--- src/rtl/clock_pkg.sv ---
// Shared types and mode codes for the multi-mode clock.
package clock_pkg;

  // Stopwatch control states. The encoding is visible on run_state.
  typedef enum logic [1:0] {
    IDLE     = 2'd0,
    RUN      = 2'd1,
    LAP_HOLD = 2'd2,
    PAUSE    = 2'd3
  } sw_state_t;

  // Mode-selector codes for cur_state.
  localparam logic [3:0] MODE_CLOCK     = 4'd0;
  localparam logic [3:0] MODE_ALARM     = 4'd1;
  localparam logic [3:0] MODE_STOPWATCH = 4'd2;
  localparam logic [3:0] MODE_SET       = 4'd3;

  // One time-of-day triple, 24 bits.
  typedef struct packed {
    logic [7:0] hour;
    logic [7:0] minute;
    logic [7:0] second;
  } time_t;

endpackage

--- src/rtl/stopwatch_ctrl_if.sv ---
// Signal bundle between the mode selector / stop_watch counter and the control block.
interface stopwatch_ctrl_if #(
  parameter int LAPS = 4
) ();
  localparam int CW = $clog2(LAPS) + 1;

  logic [3:0]    cur_state;
  logic          btn_ss;
  logic          btn_lap;
  logic          btn_clr;
  logic [7:0]    live_second;
  logic [7:0]    live_minute;
  logic [7:0]    live_hour;
  logic          sw_start;
  logic          sw_clear;
  logic [7:0]    disp_second;
  logic [7:0]    disp_minute;
  logic [7:0]    disp_hour;
  logic [CW-1:0] lap_count;
  logic          lap_full;
  logic [1:0]    run_state;

  // Driving side: buttons, mode and the live counter.
  modport master (
    output cur_state, btn_ss, btn_lap, btn_clr,
    output live_second, live_minute, live_hour,
    input  sw_start, sw_clear, disp_second, disp_minute, disp_hour,
    input  lap_count, lap_full, run_state
  );

  // Control block side.
  modport slave (
    input  cur_state, btn_ss, btn_lap, btn_clr,
    input  live_second, live_minute, live_hour,
    output sw_start, sw_clear, disp_second, disp_minute, disp_hour,
    output lap_count, lap_full, run_state
  );
endinterface

--- src/rtl/edge_detect.sv ---
// Registered rising-edge detector: a level sampled high at edge n after being
// low at edge n-1 produces a one-cycle pulse visible from edge n onward.
module edge_detect (
  input  logic clk,
  input  logic rst,
  input  logic level,
  output logic rise
);
  logic prev;

  // History register and registered pulse; both clear on reset so a level
  // held through reset still yields one edge afterwards.
  always_ff @(posedge clk) begin
    if (rst) begin
      prev <= 1'b0;
      rise <= 1'b0;
    end else begin
      prev <= level;
      rise <= level & ~prev;
    end
  end
endmodule

--- src/rtl/stopwatch_ctrl.sv ---
// Stopwatch control: button edges -> run/clear commands, lap buffer and
// display source selection (live, held lap, recalled lap).
module stopwatch_ctrl
  import clock_pkg::*;
#(
  parameter logic [3:0] MODE_SW = MODE_STOPWATCH,
  parameter int         LAPS    = 4
) (
  input  logic            clk,
  input  logic            rst,
  stopwatch_ctrl_if.slave bus
);
  localparam int PW = $clog2(LAPS);
  localparam int CW = PW + 1;

  logic rise_ss, rise_lap, rise_clr;

  edge_detect u_ed_ss  (.clk(clk), .rst(rst), .level(bus.btn_ss),  .rise(rise_ss));
  edge_detect u_ed_lap (.clk(clk), .rst(rst), .level(bus.btn_lap), .rise(rise_lap));
  edge_detect u_ed_clr (.clk(clk), .rst(rst), .level(bus.btn_clr), .rise(rise_clr));

  // Mode gating and clr > ss > lap priority; a lower edge is dropped even
  // when the winning edge has no effect in the current state.
  logic in_mode, act_clr, act_ss, act_lap;
  assign in_mode = (bus.cur_state == MODE_SW);
  assign act_clr = in_mode & rise_clr;
  assign act_ss  = in_mode & rise_ss  & ~rise_clr;
  assign act_lap = in_mode & rise_lap & ~rise_ss & ~rise_clr;

  sw_state_t     state_q, state_d;
  time_t         lap_mem [LAPS];
  time_t         live, hold_q, disp_q, disp_d;
  logic [PW-1:0] wr_ptr, rd_ptr, rd_next;
  logic [CW-1:0] lap_cnt;
  logic          full, recall_q, clr_q, start;
  logic          do_write, do_recall, do_clear, enter_pause, leave_pause;

  assign live = {bus.live_hour, bus.live_minute, bus.live_second};
  assign full = (lap_cnt == CW'(LAPS));

  assign do_write    = (state_q == RUN)   && act_lap && !full;
  assign do_recall   = (state_q == PAUSE) && act_lap && (lap_cnt != '0);
  assign do_clear    = (state_q == PAUSE) && act_clr;
  assign enter_pause = (state_d == PAUSE) && (state_q != PAUSE);
  assign leave_pause = (state_q == PAUSE) && act_ss;

  // Recall pointer walks modulo the number of stored laps.
  assign rd_next = ((CW'(rd_ptr) + CW'(1)) == lap_cnt) ? '0 : rd_ptr + PW'(1);

  // State register.
  always_ff @(posedge clk) begin
    if (rst) state_q <= IDLE;
    else     state_q <= state_d;
  end

  // Next-state logic.
  always_comb begin
    state_d = state_q;
    unique case (state_q)
      IDLE:     if (act_ss) state_d = RUN;
      RUN:      if (act_ss) state_d = PAUSE;
                else if (act_lap && !full) state_d = LAP_HOLD;
      LAP_HOLD: if (act_ss) state_d = PAUSE;
                else if (act_lap) state_d = RUN;
      PAUSE:    if (act_clr) state_d = IDLE;
                else if (act_ss) state_d = RUN;
      default:  state_d = IDLE;
    endcase
  end

  // Outputs: run enable from state, and the next display source. A held lap
  // or an active recall keeps its value; everything else shows live time.
  always_comb begin
    start  = (state_q == RUN) || (state_q == LAP_HOLD);
    disp_d = live;
    if (do_recall)
      disp_d = lap_mem[rd_ptr];
    else if (state_q == LAP_HOLD && state_d == LAP_HOLD)
      disp_d = hold_q;
    else if (state_q == PAUSE && state_d == PAUSE && recall_q)
      disp_d = disp_q;
  end

  // Lap buffer, pointers, count and recall flag.
  always_ff @(posedge clk) begin
    if (rst) begin
      for (int i = 0; i < LAPS; i++) lap_mem[i] <= '0;
      hold_q   <= '0;
      wr_ptr   <= '0;
      rd_ptr   <= '0;
      lap_cnt  <= '0;
      recall_q <= 1'b0;
    end else begin
      if (do_write) begin
        lap_mem[wr_ptr] <= live;
        hold_q          <= live;
        wr_ptr          <= wr_ptr + PW'(1);
        lap_cnt         <= lap_cnt + CW'(1);
      end
      if (do_clear) begin
        wr_ptr   <= '0;
        rd_ptr   <= '0;
        lap_cnt  <= '0;
        recall_q <= 1'b0;
      end else if (enter_pause) begin
        rd_ptr <= '0;
      end else if (do_recall) begin
        rd_ptr   <= rd_next;
        recall_q <= 1'b1;
      end else if (leave_pause) begin
        recall_q <= 1'b0;
      end
    end
  end

  // Registered display mux and one-cycle clear pulse.
  always_ff @(posedge clk) begin
    if (rst) begin
      disp_q <= '0;
      clr_q  <= 1'b0;
    end else begin
      disp_q <= disp_d;
      clr_q  <= do_clear;
    end
  end

  // stop_watch is held cleared for the whole of reset.
  assign bus.sw_clear    = rst | clr_q;
  assign bus.sw_start    = start;
  assign bus.disp_hour   = disp_q.hour;
  assign bus.disp_minute = disp_q.minute;
  assign bus.disp_second = disp_q.second;
  assign bus.lap_count   = lap_cnt;
  assign bus.lap_full    = full;
  assign bus.run_state   = state_q;
endmodule
--- src/flat_wrapper.sv ---
// flat-port wrapper written by rule: the top's interface ports become plain ports
module stopwatch_ctrl_flat import clock_pkg::*;
#(
  parameter logic [3:0] MODE_SW = MODE_STOPWATCH,
  parameter int         LAPS    = 4
)
  (clk, rst, bus_cur_state, bus_btn_ss, bus_btn_lap, bus_btn_clr, bus_live_second, bus_live_minute, bus_live_hour, bus_sw_start, bus_sw_clear, bus_disp_second, bus_disp_minute, bus_disp_hour, bus_lap_count, bus_lap_full, bus_run_state);
  stopwatch_ctrl_if #(.LAPS(LAPS)) bus_i ();
  input  logic clk;
  input  logic rst;
  input wire logic [$bits(bus_i.cur_state)-1:0] bus_cur_state;
  input wire logic [$bits(bus_i.btn_ss)-1:0] bus_btn_ss;
  input wire logic [$bits(bus_i.btn_lap)-1:0] bus_btn_lap;
  input wire logic [$bits(bus_i.btn_clr)-1:0] bus_btn_clr;
  input wire logic [$bits(bus_i.live_second)-1:0] bus_live_second;
  input wire logic [$bits(bus_i.live_minute)-1:0] bus_live_minute;
  input wire logic [$bits(bus_i.live_hour)-1:0] bus_live_hour;
  output wire logic [$bits(bus_i.sw_start)-1:0] bus_sw_start;
  output wire logic [$bits(bus_i.sw_clear)-1:0] bus_sw_clear;
  output wire logic [$bits(bus_i.disp_second)-1:0] bus_disp_second;
  output wire logic [$bits(bus_i.disp_minute)-1:0] bus_disp_minute;
  output wire logic [$bits(bus_i.disp_hour)-1:0] bus_disp_hour;
  output wire logic [$bits(bus_i.lap_count)-1:0] bus_lap_count;
  output wire logic [$bits(bus_i.lap_full)-1:0] bus_lap_full;
  output wire logic [$bits(bus_i.run_state)-1:0] bus_run_state;
  assign bus_i.cur_state = bus_cur_state;
  assign bus_i.btn_ss = bus_btn_ss;
  assign bus_i.btn_lap = bus_btn_lap;
  assign bus_i.btn_clr = bus_btn_clr;
  assign bus_i.live_second = bus_live_second;
  assign bus_i.live_minute = bus_live_minute;
  assign bus_i.live_hour = bus_live_hour;
  assign bus_sw_start = bus_i.sw_start;
  assign bus_sw_clear = bus_i.sw_clear;
  assign bus_disp_second = bus_i.disp_second;
  assign bus_disp_minute = bus_i.disp_minute;
  assign bus_disp_hour = bus_i.disp_hour;
  assign bus_lap_count = bus_i.lap_count;
  assign bus_lap_full = bus_i.lap_full;
  assign bus_run_state = bus_i.run_state;
  stopwatch_ctrl #(.MODE_SW(MODE_SW), .LAPS(LAPS)) u_core (.clk(clk), .rst(rst), .bus(bus_i));
endmodule
--- config.mk ---
export PLATFORM = sky130hd
export DESIGN_NAME = stopwatch_ctrl_flat
export DESIGN_NICKNAME = d
export VERILOG_FILES = /design/src/rtl/clock_pkg.sv /design/src/rtl/stopwatch_ctrl_if.sv /design/src/rtl/edge_detect.sv /design/src/rtl/stopwatch_ctrl.sv /design/src/flat_wrapper.sv
export SDC_FILE = /design/constraint.sdc
export NUM_CORES = 1
export LEC_CHECK = 0
export ABC_AREA = 1
export CAP_MARGIN = 20
export CORE_ASPECT_RATIO = 1.4
export CORE_UTILIZATION = 55
export CTS_BUF_LIST = sky130_fd_sc_hd__clkbuf_4 sky130_fd_sc_hd__clkbuf_8
export DETAILED_ROUTE_END_ITERATION = 12
export HOLD_SLACK_MARGIN = 0.05
export PLACE_DENSITY = 0.76
export SLEW_MARGIN = 20
export SYNTH_ARGS = -nofsm -noshare
export SYNTH_HDL_FRONTEND = slang
export SYNTH_SLANG_ARGS = --single-unit
--- constraint.sdc ---
create_clock -name clk -period 3.7 [get_ports clk]
set_clock_uncertainty 0.1 [all_clocks]
set_input_delay 0.74 -clock clk [delete_from_list [all_inputs] [get_ports clk]]
set_output_delay 0.74 -clock clk [all_outputs]
set_load 0.05 [all_outputs]
==> key figures, run 1 <==
Synthesis
  – Sequential fraction of the synthesis area: 0.558
  – Synth Flop Type: edfxtp_1
  – Syn_nets: 930
  – Post-synthesis adder-cell area fraction: 0.0116
  – Synth warnings: 0
  – Syn avg cell area: 8.50 um2
  – Number of flops mapped to enable cells by yosys: 96
  – Yosys top cell area share: 0.381
  – Most frequent cells after synthesis: 160 x nor2_1, 144 x nand2_1, 142 x inv_1, 96 x edfxtp_1, 87 x nand3_1
  – Largest area contributor in the netlist: edfxtp_1
  – Post-synthesis cell count: 890
  – Post-synthesis cell type count: 31
  – Post-synthesis mux area share: 0
  – Main area contributors after synthesis: edfxtp_1 38%, dfxtp_1 18%, nor2_1 7.9%
  – Synth Cell Area: 0.00757 mm2
  – Post-Synth XOR/XNOR Area: 0.00347
  – Synth Register Bits: 163
  – Most common cell in the netlist: nor2_1
  – Area fraction in compound gates after synthesis: 0.0741
  – Simple-gate share of the synthesized area: 0.248
  – Async set-or-reset flop fraction in the synthesized netlist: 0
  – Largest family of logic cells by synthesized area: simple AND/OR/NAND/NOR gates

Floorplanning
  – Die boundary height: 141 um
  – Core box area: 0.0134 mm2
  – # rows: 50
  – Starting density of the core: 0.565
  – Die area: 0.0142 mm2
  – I/O pin count: 65
  – Die X: 101 um

Layout
  – FILL cells: 1115
  – Sequential cell area: 0.00423 mm2
  – Antenna Cells: 0
  – Area occupied by multi-input gates: 0.00255 mm2
  – Layout Nets: 982
  – Layout cells sized above 1: 0.0743
  – Area growth, synth to finish: 16.0%

STA
  – Final min period: 3.03 ns
  – Fin. max-slew vios: 0
  – Setup Viol. Count Final: 0
  – Hold Vio Cnt, Final: 0
  – RSZ-0062 raised after global routing: no
  – Final period utilization: 0.819
  – Max Freq: 0.330 GHz
  – Sum of negative setup slack: 0 ns
  – Slew @ Worst Pin: 0.879 ns
  – Rel. slew slack: 0.414

Setup path
  – Worst path required time: 2.86 ns
  – Critical path class: in -> out
  – R2R cell count: 15
  – CP Launch Type: input pin
  – Worst Setup End Kind: primary output
  – Crit path max fanout: 2
  – Setup slack, reg-to-reg: 0.99 ns
  – Arr. time, crit path: 2.19 ns

Placement
  – Placer Congestion: 0.922
  – Post-DP HPWL: 10.4 mm
  – Port bufs: 64

Clocking
  – Cts repair resizes: 0
  – Clock sink count: 163
  – CTS tree: yes
  – Num CTS Buffers: 17
  – # hold bufs at CTS: 0
  – Clock tree buffer depth: 2
  – Clk_lat worst skew: 0.46 ns
  – CTS root buffer: clkbuf_8
  – Clock transition at path regs: 0.08 ns
  – H-tree depth reported by CTS: 4
  – Setup Fix Bufs, Post-CTS: 0

Routing
  – Initial detailed-routing violation count: 433
  – DR vias/cell: 5.33
  – DR vias: 6058
  – DRC viols: 0
  – Routed Antenna Nets: 0
  – Average wire per standard cell: 15.5 um
  – Drt first pass iters: 5
  – Routed WL: 17.6 mm

GRT
  – GRT overflow: 0
  – Gr usage total: 0.265
  – Global-route wire length before repair: 28.3 mm
  – Initial antenna violation count: 0
  – Via count of the first global-routing pass: 5831
  – Largest net degree at the start of global routing: 50

Job
  – Max_cap viols: 0

Min path
  – Hold Path Class: reg -> reg
  – WHS Path Cells: 1

Power and ir drop
  – PD cells: 405 mW/mm2
  – Power consumption: 0.00356 W
  – Leakage: 3.84 nW
  – Maximum vdd drop: 227 uV

Outcome
  – Status: finished, final reports clean
==> state kept, by name, summed over array words and instances (netlist names), named ones only <==
name	count
u_core.bus.disp_hour	8
u_core.bus.disp_minute	8
u_core.bus.disp_second	8
u_core.bus.lap_count	3
u_core.bus.run_state	2
u_core.clr_q	1
u_core.hold_q	24
u_core.lap_mem	96
u_core.rd_ptr	2
u_core.recall_q	1
u_core.u_ed_clr.prev	1
u_core.u_ed_clr.rise	1
u_core.u_ed_lap.prev	1
u_core.u_ed_lap.rise	1
u_core.u_ed_ss.prev	1
u_core.u_ed_ss.rise	1
u_core.wr_ptr	2
==> power by group <==
group / internal [W] / switching [W] / total, W
sequential: 0.00196 / 0.0000195 / 0.00198
combinational: 0.0000956 / 0.000168 / 0.000264
clock: 0.000651 / 0.000656 / 0.00131
total: 0.00271 / 0.000843 / 0.00356
==> stage by stage <==
stage / instance area (um2) / setup WS [ns] / utilization / std cells / hold slack [ns]
after floorplan: 7570 / 0.0642 / - / 890 / 0.273
after global placement: 8370 / 0.517 / 0.625 / 1105 / 0.276
after detailed placement: 8370 / 0.400 / 0.625 / 1105 / 0.282
after CTS: 8780 / 0.653 / 0.656 / 1137 / 0.294
after global routing: 8780 / 0.614 / 0.656 / 1137 / 0.303
final: 8780 / 0.671 / 0.656 / 1137 / 0.292
==> cells by family (layout without fill, tap and decap cells) <==
group / Yosys count / after routing
xor+xnor: 3 / 3
fa+ha+maj: 7 / 7
simple gates: 434 / 434
compound gates: 86 / 86
flops: 163 / 163
buf+inv: 197 / 262
==> path summary, 6_finish.rpt <==
check,start,to
worst min-delay path,u_core.u_ed_ss.prev,u_core.u_ed_ss.rise
worst max register to register,u_core.bus.lap_count[0],u_core.bus.disp_minute[3]
worst max-delay path,rst,bus_sw_clear
worst min register to register,u_core.u_ed_ss.prev,u_core.u_ed_ss.rise
==> final cells by class <==
type / instances / share of cell area
clock buffer: 20 / 0.0314
clock inverter: 12 / 0.0150
inverter: 149 / 0.0637
multi-input combinational: 530 / 0.291
sequential: 163 / 0.481
tap: 182 / 0.0259
timing repair buffer: 81 / 0.0918
==> placed cells by master, fill, tap and decap left out, drive strengths merged, types with 2 or more instances in the layout <==
cell           instances
o21ai                 26
o22ai                 24
edfxtp                96
ha                     7
o32ai                 24
dfxtp                 67
nand2                148
a21oi                  8
inv                  149
bufinv                 2
nor3                  29
nand3                 90
clkdlybuf4s50         64
clkinvlp               4
clkbuf                20
clkinv                 6
buf                   17
xnor2                  2
nor2                 164
==> critical path, stage by stage <==
cell             delay, ns
clkdlybuf4s50_1       0.44
or2_2                 0.30
clkdlybuf4s50_1       0.70
==> per-layer routing <==
metal	GRT usage	up-vias	part of all wire
li1	-	2981	-
met1	0.315	2801	0.40
met2	0.446	223	0.51
met3	0.0540	53	0.057
met4	0.144	0	0.037
met5	0	-	0
Power figures use the tool's default switching activity.
==> run 2: changes to the inputs <==
--- a/config.mk
+++ b/config.mk
@@ -8,11 +8,11 @@
 export ABC_AREA = 1
 export CAP_MARGIN = 20
 export CORE_ASPECT_RATIO = 1.4
-export CORE_UTILIZATION = 55
+export CORE_UTILIZATION = 54
 export CTS_BUF_LIST = sky130_fd_sc_hd__clkbuf_4 sky130_fd_sc_hd__clkbuf_8
 export DETAILED_ROUTE_END_ITERATION = 12
 export HOLD_SLACK_MARGIN = 0.05
-export PLACE_DENSITY = 0.76
+export PLACE_DENSITY = 0.78
 export SLEW_MARGIN = 20
 export SYNTH_ARGS = -nofsm -noshare
 export SYNTH_HDL_FRONTEND = slang
==> constraint.sdc (replaced) <==
create_clock -name clk -period 2.5 [get_ports clk]
set_clock_uncertainty 0.1 [all_clocks]
set_input_delay 0.5 -clock clk [delete_from_list [all_inputs] [get_ports clk]]
set_output_delay 0.5 -clock clk [all_outputs]
set_load 0.05 [all_outputs]
==> run 2 against run 1 <==
Effect of this change:
- largest cell class unchanged
- worst setup slack worse by 0.48 ns
- first-iteration DRC count up 8.1%
- critical path depth decreased by 2
- via count is 1.2% higher
- largest power group unchanged
==> key figures, run 2 (synthesis gave the netlist of run 1 again) <==
Outcome
  – Status: finished, final reports clean (unchanged)

Clocking
  – Num CTS Buffers: 17 (unchanged)
  – Clock tree buffer depth: 2 (unchanged)
  – H-tree depth reported by CTS: 4 (unchanged)
  – Setup Fix Bufs, Post-CTS: 0 (unchanged)
  – Clock sink count: 163 (unchanged)
  – Clock transition at path regs: 0.08 ns (about the same)
  – Clk_lat worst skew: 0.44 ns (was 0.46 ns)
  – Cts repair resizes: 1 (was 0)
  – # hold bufs at CTS: 0 (unchanged)
  – CTS root buffer: clkbuf_8 (unchanged)
  – CTS tree: yes (unchanged)

STA
  – Max Freq: 0.434 GHz
  – Setup Viol. Count Final: 0 (unchanged)
  – RSZ-0062 raised after global routing: no (unchanged)
  – Final min period: 2.31 ns
  – Rel. slew slack: 0.569 (was 0.414)
  – Final period utilization: 0.923
  – Fin. max-slew vios: 0 (unchanged)
  – Slew @ Worst Pin: 0.646 ns (was 0.879 ns)
  – Hold Vio Cnt, Final: 0 (unchanged)
  – Worst Hold Slack: 0.292 ns (about the same)
  – Post-route setup slack: 0.193 ns (was 0.671 ns)

Layout
  – Max FFs per register: 96 (unchanged)
  – Area growth, synth to finish: 20.3% (was 16.0%)
  – Design area: 0.00910 mm2 (was 0.00878 mm2)
  – Biggest register: u_core.lap_mem (unchanged)
  – Most frequent cells in the layout: 160 x nor2_1, 142 x inv_1, 142 x nand2_1 (was 160 x nor2_1, 144 x nand2_1, 142 x inv_1)
  – Sequential cell area: 0.00423 mm2 (about the same)
  – Antenna Cells: 0 (unchanged)
  – Biggest registers after layout: u_core.lap_mem: 96 flops, u_core.hold_q: 24 flops (unchanged)
  – Layout cells sized above 1: 0.0994 (was 0.0743)
  – Layout Nets: 1003 (was 982)
  – FILL cells: 1118 (was 1115)
  – Area occupied by multi-input gates: 0.00256 mm2 (was 0.00255 mm2)
  – Commonest non-fill, non-tap cell in the layout: nor2_1 (unchanged)

Power and ir drop
  – Clock power share: 0.392 (was 0.368)
  – Power Internal: 0.00428 W (was 0.00271 W)
  – Leakage: 4.03 nW (was 3.84 nW)
  – Maximum vdd drop: 336 uV (was 227 uV)
  – Reg power frac: 0.535 (was 0.558)
  – Psw: 0.00120 W (was 0.000843 W)
  – PD cells: 602 mW/mm2 (was 405 mW/mm2)
  – Logic pwr share: 0.073 (was 0.074)
  – Switching Fraction: 0.219 (was 0.237)

Setup path
  – Worst Setup End Kind: primary output (unchanged)
  – CP Cell Sequence: clkdlybuf4s50_1 (was clkdlybuf4s50_1, or2_2, clkdlybuf4s50_1)
  – Critical path's top delay family: buffers and inverters (unchanged)
  – CP Launch Type: register (was input pin)
  – Crit path largest cell delay: 0.84 ns (was 0.70 ns)
  – Critical path class: reg -> out (was in -> out)
  – Crit path buf inv count: 1 (was 2)
  – Arr. time, crit path: 1.71 ns (was 2.19 ns)
  – Crit path max fanout: 5 (was 2)
  – Worst path required time: 1.90 ns (was 2.86 ns)
  – Slowest stage cell on the critical path: clkdlybuf4s50_1 (unchanged)

Floorplanning
  – Die X: 102 um (was 101 um)
  – I/O pin count: 65 (unchanged)
  – Core box area: 0.0135 mm2 (was 0.0134 mm2)
  – # rows: 50 (unchanged)
  – Die area: 0.0145 mm2 (was 0.0142 mm2)
  – Starting density of the core: 0.560 (was 0.565)
  – Die boundary height: 142 um (was 141 um)

GRT
  – Largest net degree at the start of global routing: 49 (was 50)
  – Met3 Use GR: 0.0486 (was 0.0540)
  – GR Util met2: 0.439 (was 0.446)
  – Global-route wire length before repair: 28.5 mm (was 28.3 mm)
  – Initial antenna violation count: 0 (unchanged)
  – Via count of the first global-routing pass: 5860 (was 5831)
  – GR Util met1: 0.323 (was 0.315)
  – Gr usage total: 0.258 (was 0.265)
  – GRT overflow: 0 (unchanged)
  – Global routing's busiest layer: met2 (unchanged)

Routing
  – Routed WL: 17.3 mm (was 17.6 mm)
  – DRC viols: 0 (unchanged)
  – DR vias/cell: 5.29 (was 5.33)
  – Routed Antenna Nets: 0 (unchanged)
  – DR vias: 6131 (was 6058)
  – Initial detailed-routing violation count: 468 (was 433)
  – Average wire per standard cell: 14.9 um (was 15.5 um)
  – Drt first pass iters: 5 (unchanged)

Placement
  – Pre-CTS setup slack: -0.0578 ns (was 0.400 ns)
  – Post-DP HPWL: 11.2 mm (was 10.4 mm)
  – Cell Area, Placed: 0.00866 mm2 (was 0.00837 mm2)
  – Port bufs: 64 (unchanged)
  – Placer Congestion: 0.894 (was 0.922)

Min path
  – Hold Path Class: reg -> reg (unchanged)

Job
  – Max_cap viols: 0 (unchanged)
-- run 2: cell types whose count changed in the layout (fill, tap and decap cells not counted), sizes merged --
cell / previous run / this run
bufinv: 2 / 5
clkbuf: 20 / 21
clkinv: 6 / 5
dlygate4sd2: 0 / 1
clkinvlp: 4 / 1
clkdlybuf4s50: 64 / 61
buf: 17 / 40
-- run 2: per-layer routing --
| metal | vias to the layer above | part of all wire |
|---|---|---|
| li1 | 3025 | - |
| met1 | 2844 | 0.40 |
| met2 | 232 | 0.52 |
| met3 | 30 | 0.060 |
| met4 | 0 | 0.018 |
| met5 | - | 0 |
-- run 2: layout make-up --
cell class,instances,area share
Clock buffer,21,0.0290
Clock inverter,11,0.0202
Inverter,149,0.0614
Multi-Input combinational cell,530,0.281
Sequential cell,163,0.464
Tap cell,182,0.0250
Timing Repair Buffer,102,0.119
-- run 2: path summary, 6_finish.rpt --
check             cells after the start  slack (ns)                    start                     to
setup reg to reg                      8        0.35  u_core.bus.lap_count[0]  u_core.lap_mem[2][21]
setup / recovery                      1        0.19  u_core.bus.lap_count[2]       bus_lap_count[2]
hold / removal                        1        0.29      u_core.u_ed_ss.prev    u_core.u_ed_ss.rise
hold reg to reg                       1        0.29      u_core.u_ed_ss.prev    u_core.u_ed_ss.rise
-- run 2: metrics by stage --
step / instances / util / total power [W] / TNS [ns]
2_1_floorplan: 890 / - / 0.00322 / -2.78
3_3_place_gp: 1126 / 0.641 / 0.00339 / -1.08
3_5_place_dp: 1126 / 0.641 / 0.00340 / -3.28
4_1_cts: 1158 / 0.674 / 0.00552 / 0
5_1_grt: 1158 / 0.674 / 0.00566 / 0
6_report: 1158 / 0.674 / 0.00548 / 0
-- run 2: power by group through the flow --
stage | registers [W] | logic [W] | clock network, W
6_report | 0.00294 | 0.000399 | 0.00215
5_1_grt | 0.00294 | 0.000436 | 0.00228
4_1_cts | 0.00294 | 0.000401 | 0.00218
3_5_place_dp | 0.00300 | 0.000399 | 0
3_3_place_gp | 0.00299 | 0.000394 | 0
2_1_floorplan | 0.00307 | 0.000159 | 0
==> run 3: changes to the inputs <==
--- a/config.mk
+++ b/config.mk
@@ -11,6 +11,7 @@
 export CORE_UTILIZATION = 54
 export CTS_BUF_LIST = sky130_fd_sc_hd__clkbuf_4 sky130_fd_sc_hd__clkbuf_8
 export DETAILED_ROUTE_END_ITERATION = 12
+export GPL_TIMING_DRIVEN = 0
 export HOLD_SLACK_MARGIN = 0.05
 export PLACE_DENSITY = 0.78
 export SLEW_MARGIN = 20
==> run 3 against run 2 <==
Effect of this change:
- non-clock buffer count increased by 12
- utilization decreased by 1.2 points
- wire length increased by 9.8%
- cell area decreased by 1.8%
- final cell count increased by 1.0%
- fmax decreased by 4.7%
- critical path depth increased by 3
- sequential share of layout area increased by 0.86 points
- clock power decreased by 14%
- worst setup slack got worse by 0.11 ns
- global-route usage increased by 1.9 points
- critical endpoint is now bus_sw_clear
==> key figures, run 3 (synthesis gave the netlist of run 1 again) <==
Outcome
  – Status: finished, final reports clean (unchanged)

Job
  – Max_cap viols: 0 (unchanged)

Setup path
  – CP Cell Sequence: clkdlybuf4s50_1, clkbuf_2, or2_2, clkdlybuf4s15_2 (was clkdlybuf4s50_1)
  – Crit path largest cell delay: 0.41 ns (was 0.84 ns)
  – Worst Setup End Kind: primary output (unchanged)
  – Worst path required time: 1.90 ns (about the same)
  – Arr. time, crit path: 1.82 ns (was 1.71 ns)
  – Crit path max fanout: 10 (was 5)
  – Slowest stage cell on the critical path: clkdlybuf4s50_1 (unchanged)
  – Critical path class: in -> out (was reg -> out)
  – CP Launch Type: input pin (was register)

Floorplanning
  – # rows: 50 (unchanged)
  – Die X: 102 um (unchanged)
  – I/O pin count: 65 (unchanged)
  – Die area: 0.0145 mm2 (unchanged)
  – Starting density of the core: 0.560 (unchanged)
  – Core box area: 0.0135 mm2 (unchanged)
  – Die boundary height: 142 um (unchanged)

Clocking
  – CTS root buffer: clkbuf_8 (unchanged)
  – Clk_lat worst skew: 0.45 ns (was 0.44 ns)
  – H-tree depth reported by CTS: 4 (unchanged)
  – Clock sink count: 163 (unchanged)
  – Clock tree buffer depth: 2 (unchanged)
  – CTS tree: yes (unchanged)
  – Num CTS Buffers: 17 (unchanged)
  – Clock transition at path regs: 0.08 ns (about the same)

Routing
  – Initial detailed-routing violation count: 469 (was 468)
  – DR vias/cell: 5.36 (was 5.29)
  – Drt first pass iters: 8 (was 5)
  – Max layer used: met4 (unchanged)
  – Routed Antenna Nets: 0 (unchanged)
  – Routed met3 length: 1.32 mm (was 1.03 mm)
  – Metal1 wirelength: 7.22 mm (was 6.95 mm)
  – Routed WL: 19.0 mm (was 17.3 mm)
  – DRC viols: 0 (unchanged)
  – Met2 WL: 9.63 mm (was 8.97 mm)
  – Average wire per standard cell: 16.2 um (was 14.9 um)
  – DR vias: 6274 (was 6131)

STA
  – Final min period: 2.42 ns (was 2.31 ns)
  – Max Freq: 0.413 GHz (was 0.434 GHz)
  – Fin. max-slew vios: 0 (unchanged)
  – Hold Vio Cnt, Final: 0 (unchanged)
  – Final period utilization: 0.968 (was 0.923)
  – Slew @ Worst Pin: 0.889 ns (was 0.646 ns)
  – Post-route setup slack: 0.0793 ns (was 0.193 ns)
  – Setup Viol. Count Final: 0 (unchanged)
  – Rel. slew slack: 0.405 (was 0.569)

Placement
  – Placer Congestion: 0.862 (was 0.894)
  – Post-DP HPWL: 12.9 mm (was 11.2 mm)
  – Cell Area, Placed: 0.00846 mm2 (was 0.00866 mm2)
  – Pre-CTS setup slack: -1.09 ns (was -0.0578 ns)
  – Port bufs: 64 (unchanged)

Layout
  – Area growth, synth to finish: 18.1% (was 20.3%)
  – Layout Nets: 1015 (was 1003)
  – Layout cells sized above 1: 0.0850 (was 0.0994)
  – Biggest register: u_core.lap_mem (unchanged)
  – Max FFs per register: 96 (unchanged)
  – Commonest non-fill, non-tap cell in the layout: nor2_1 (unchanged)
  – Design area: 0.00894 mm2 (was 0.00910 mm2)
  – Biggest registers after layout: u_core.lap_mem: 96 flops, u_core.hold_q: 24 flops (unchanged)
  – Antenna Cells: 0 (unchanged)
  – Most frequent cells in the layout: 159 x nor2_1, 142 x inv_1, 141 x nand2_1 (was 160 x nor2_1, 142 x inv_1, 142 x nand2_1)

GRT
  – Gr usage total: 0.277 (was 0.258)
  – Initial antenna violation count: 0 (unchanged)
  – Via count of the first global-routing pass: 6179 (was 5860)
  – Largest net degree at the start of global routing: 25 (was 49)
  – GRT overflow: 0 (unchanged)
  – Global-route wire length before repair: 30.1 mm (was 28.5 mm)

Min path
  – Hold Path Class: reg -> reg (unchanged)

Power and ir drop
  – PD cells: 579 mW/mm2 (was 602 mW/mm2)
  – Maximum vdd drop: 450 uV (was 336 uV)
  – Leakage: 3.92 nW (was 4.03 nW)
==> run 3: final cells by class <==
type,count,area [um2]
clock inverter,6,55.1
fill,1158,4570
sequential,163,4230
inverter,149,559
clock buffer,26,327
tap,182,228
timing repair buffer,66,667
buffer,48,248
multi-input combinational,530,2630
==> run 3: where the power goes <==
group / switching (W) / leakage (nW) / total (W) / internal (W)
registers: 0.0000278 / 1.54 / 0.00294 / 0.00291
logic: 0.000254 / 2.17 / 0.000388 / 0.000135
clock network: 0.000907 / 0.208 / 0.00185 / 0.000942
==> run 3: path summary, 6_finish.rpt <==
path | to | from | depth (start not counted) | slack [ns]
setup / recovery | bus_sw_clear | rst | 4 | 0.08
hold / removal | u_core.u_ed_clr.rise | u_core.u_ed_clr.prev | 1 | 0.29
setup reg to reg | u_core.lap_mem[2][10] | u_core.bus.lap_count[0] | 9 | 0.11
hold reg to reg | u_core.u_ed_clr.rise | u_core.u_ed_clr.prev | 1 | 0.29
==> run 3: what timing repair did <==
action                                  CTS  global route
setup buffers                             0             2
gates resized for setup                  18             9
pin swaps                                 0             2
endpoints found under the setup margin  101           116
hold buffers                              0             0
==> run 3: worst max-delay path, delay by kind of cell <==
family                 cells  cell delay (ns)
AND/OR/NAND/NOR            1             0.34
buffers and inverters      3             0.97
==> run 3: stage by stage <==
step | cells | setup TNS, ns | hold WS [ns] | power, W | util
2_1_floorplan | 890 | -2.78 | 0.273 | 0.00322 | -
3_3_place_gp | 1136 | -120.53 | 0.276 | 0.00337 | 0.625
3_5_place_dp | 1136 | -116.97 | 0.280 | 0.00338 | 0.626
4_1_cts | 1168 | 0 | 0.292 | 0.00517 | 0.658
5_1_grt | 1170 | -0.370 | 0.301 | 0.00532 | 0.661
6_report | 1170 | 0 | 0.289 | 0.00517 | 0.661
==> run 3: per-layer routing <==
layer  up-vias  track usage
li1       3056            -
met1      2882        0.324
met2       271        0.477
met3        65       0.0521
met4         0        0.147
met5         -            0
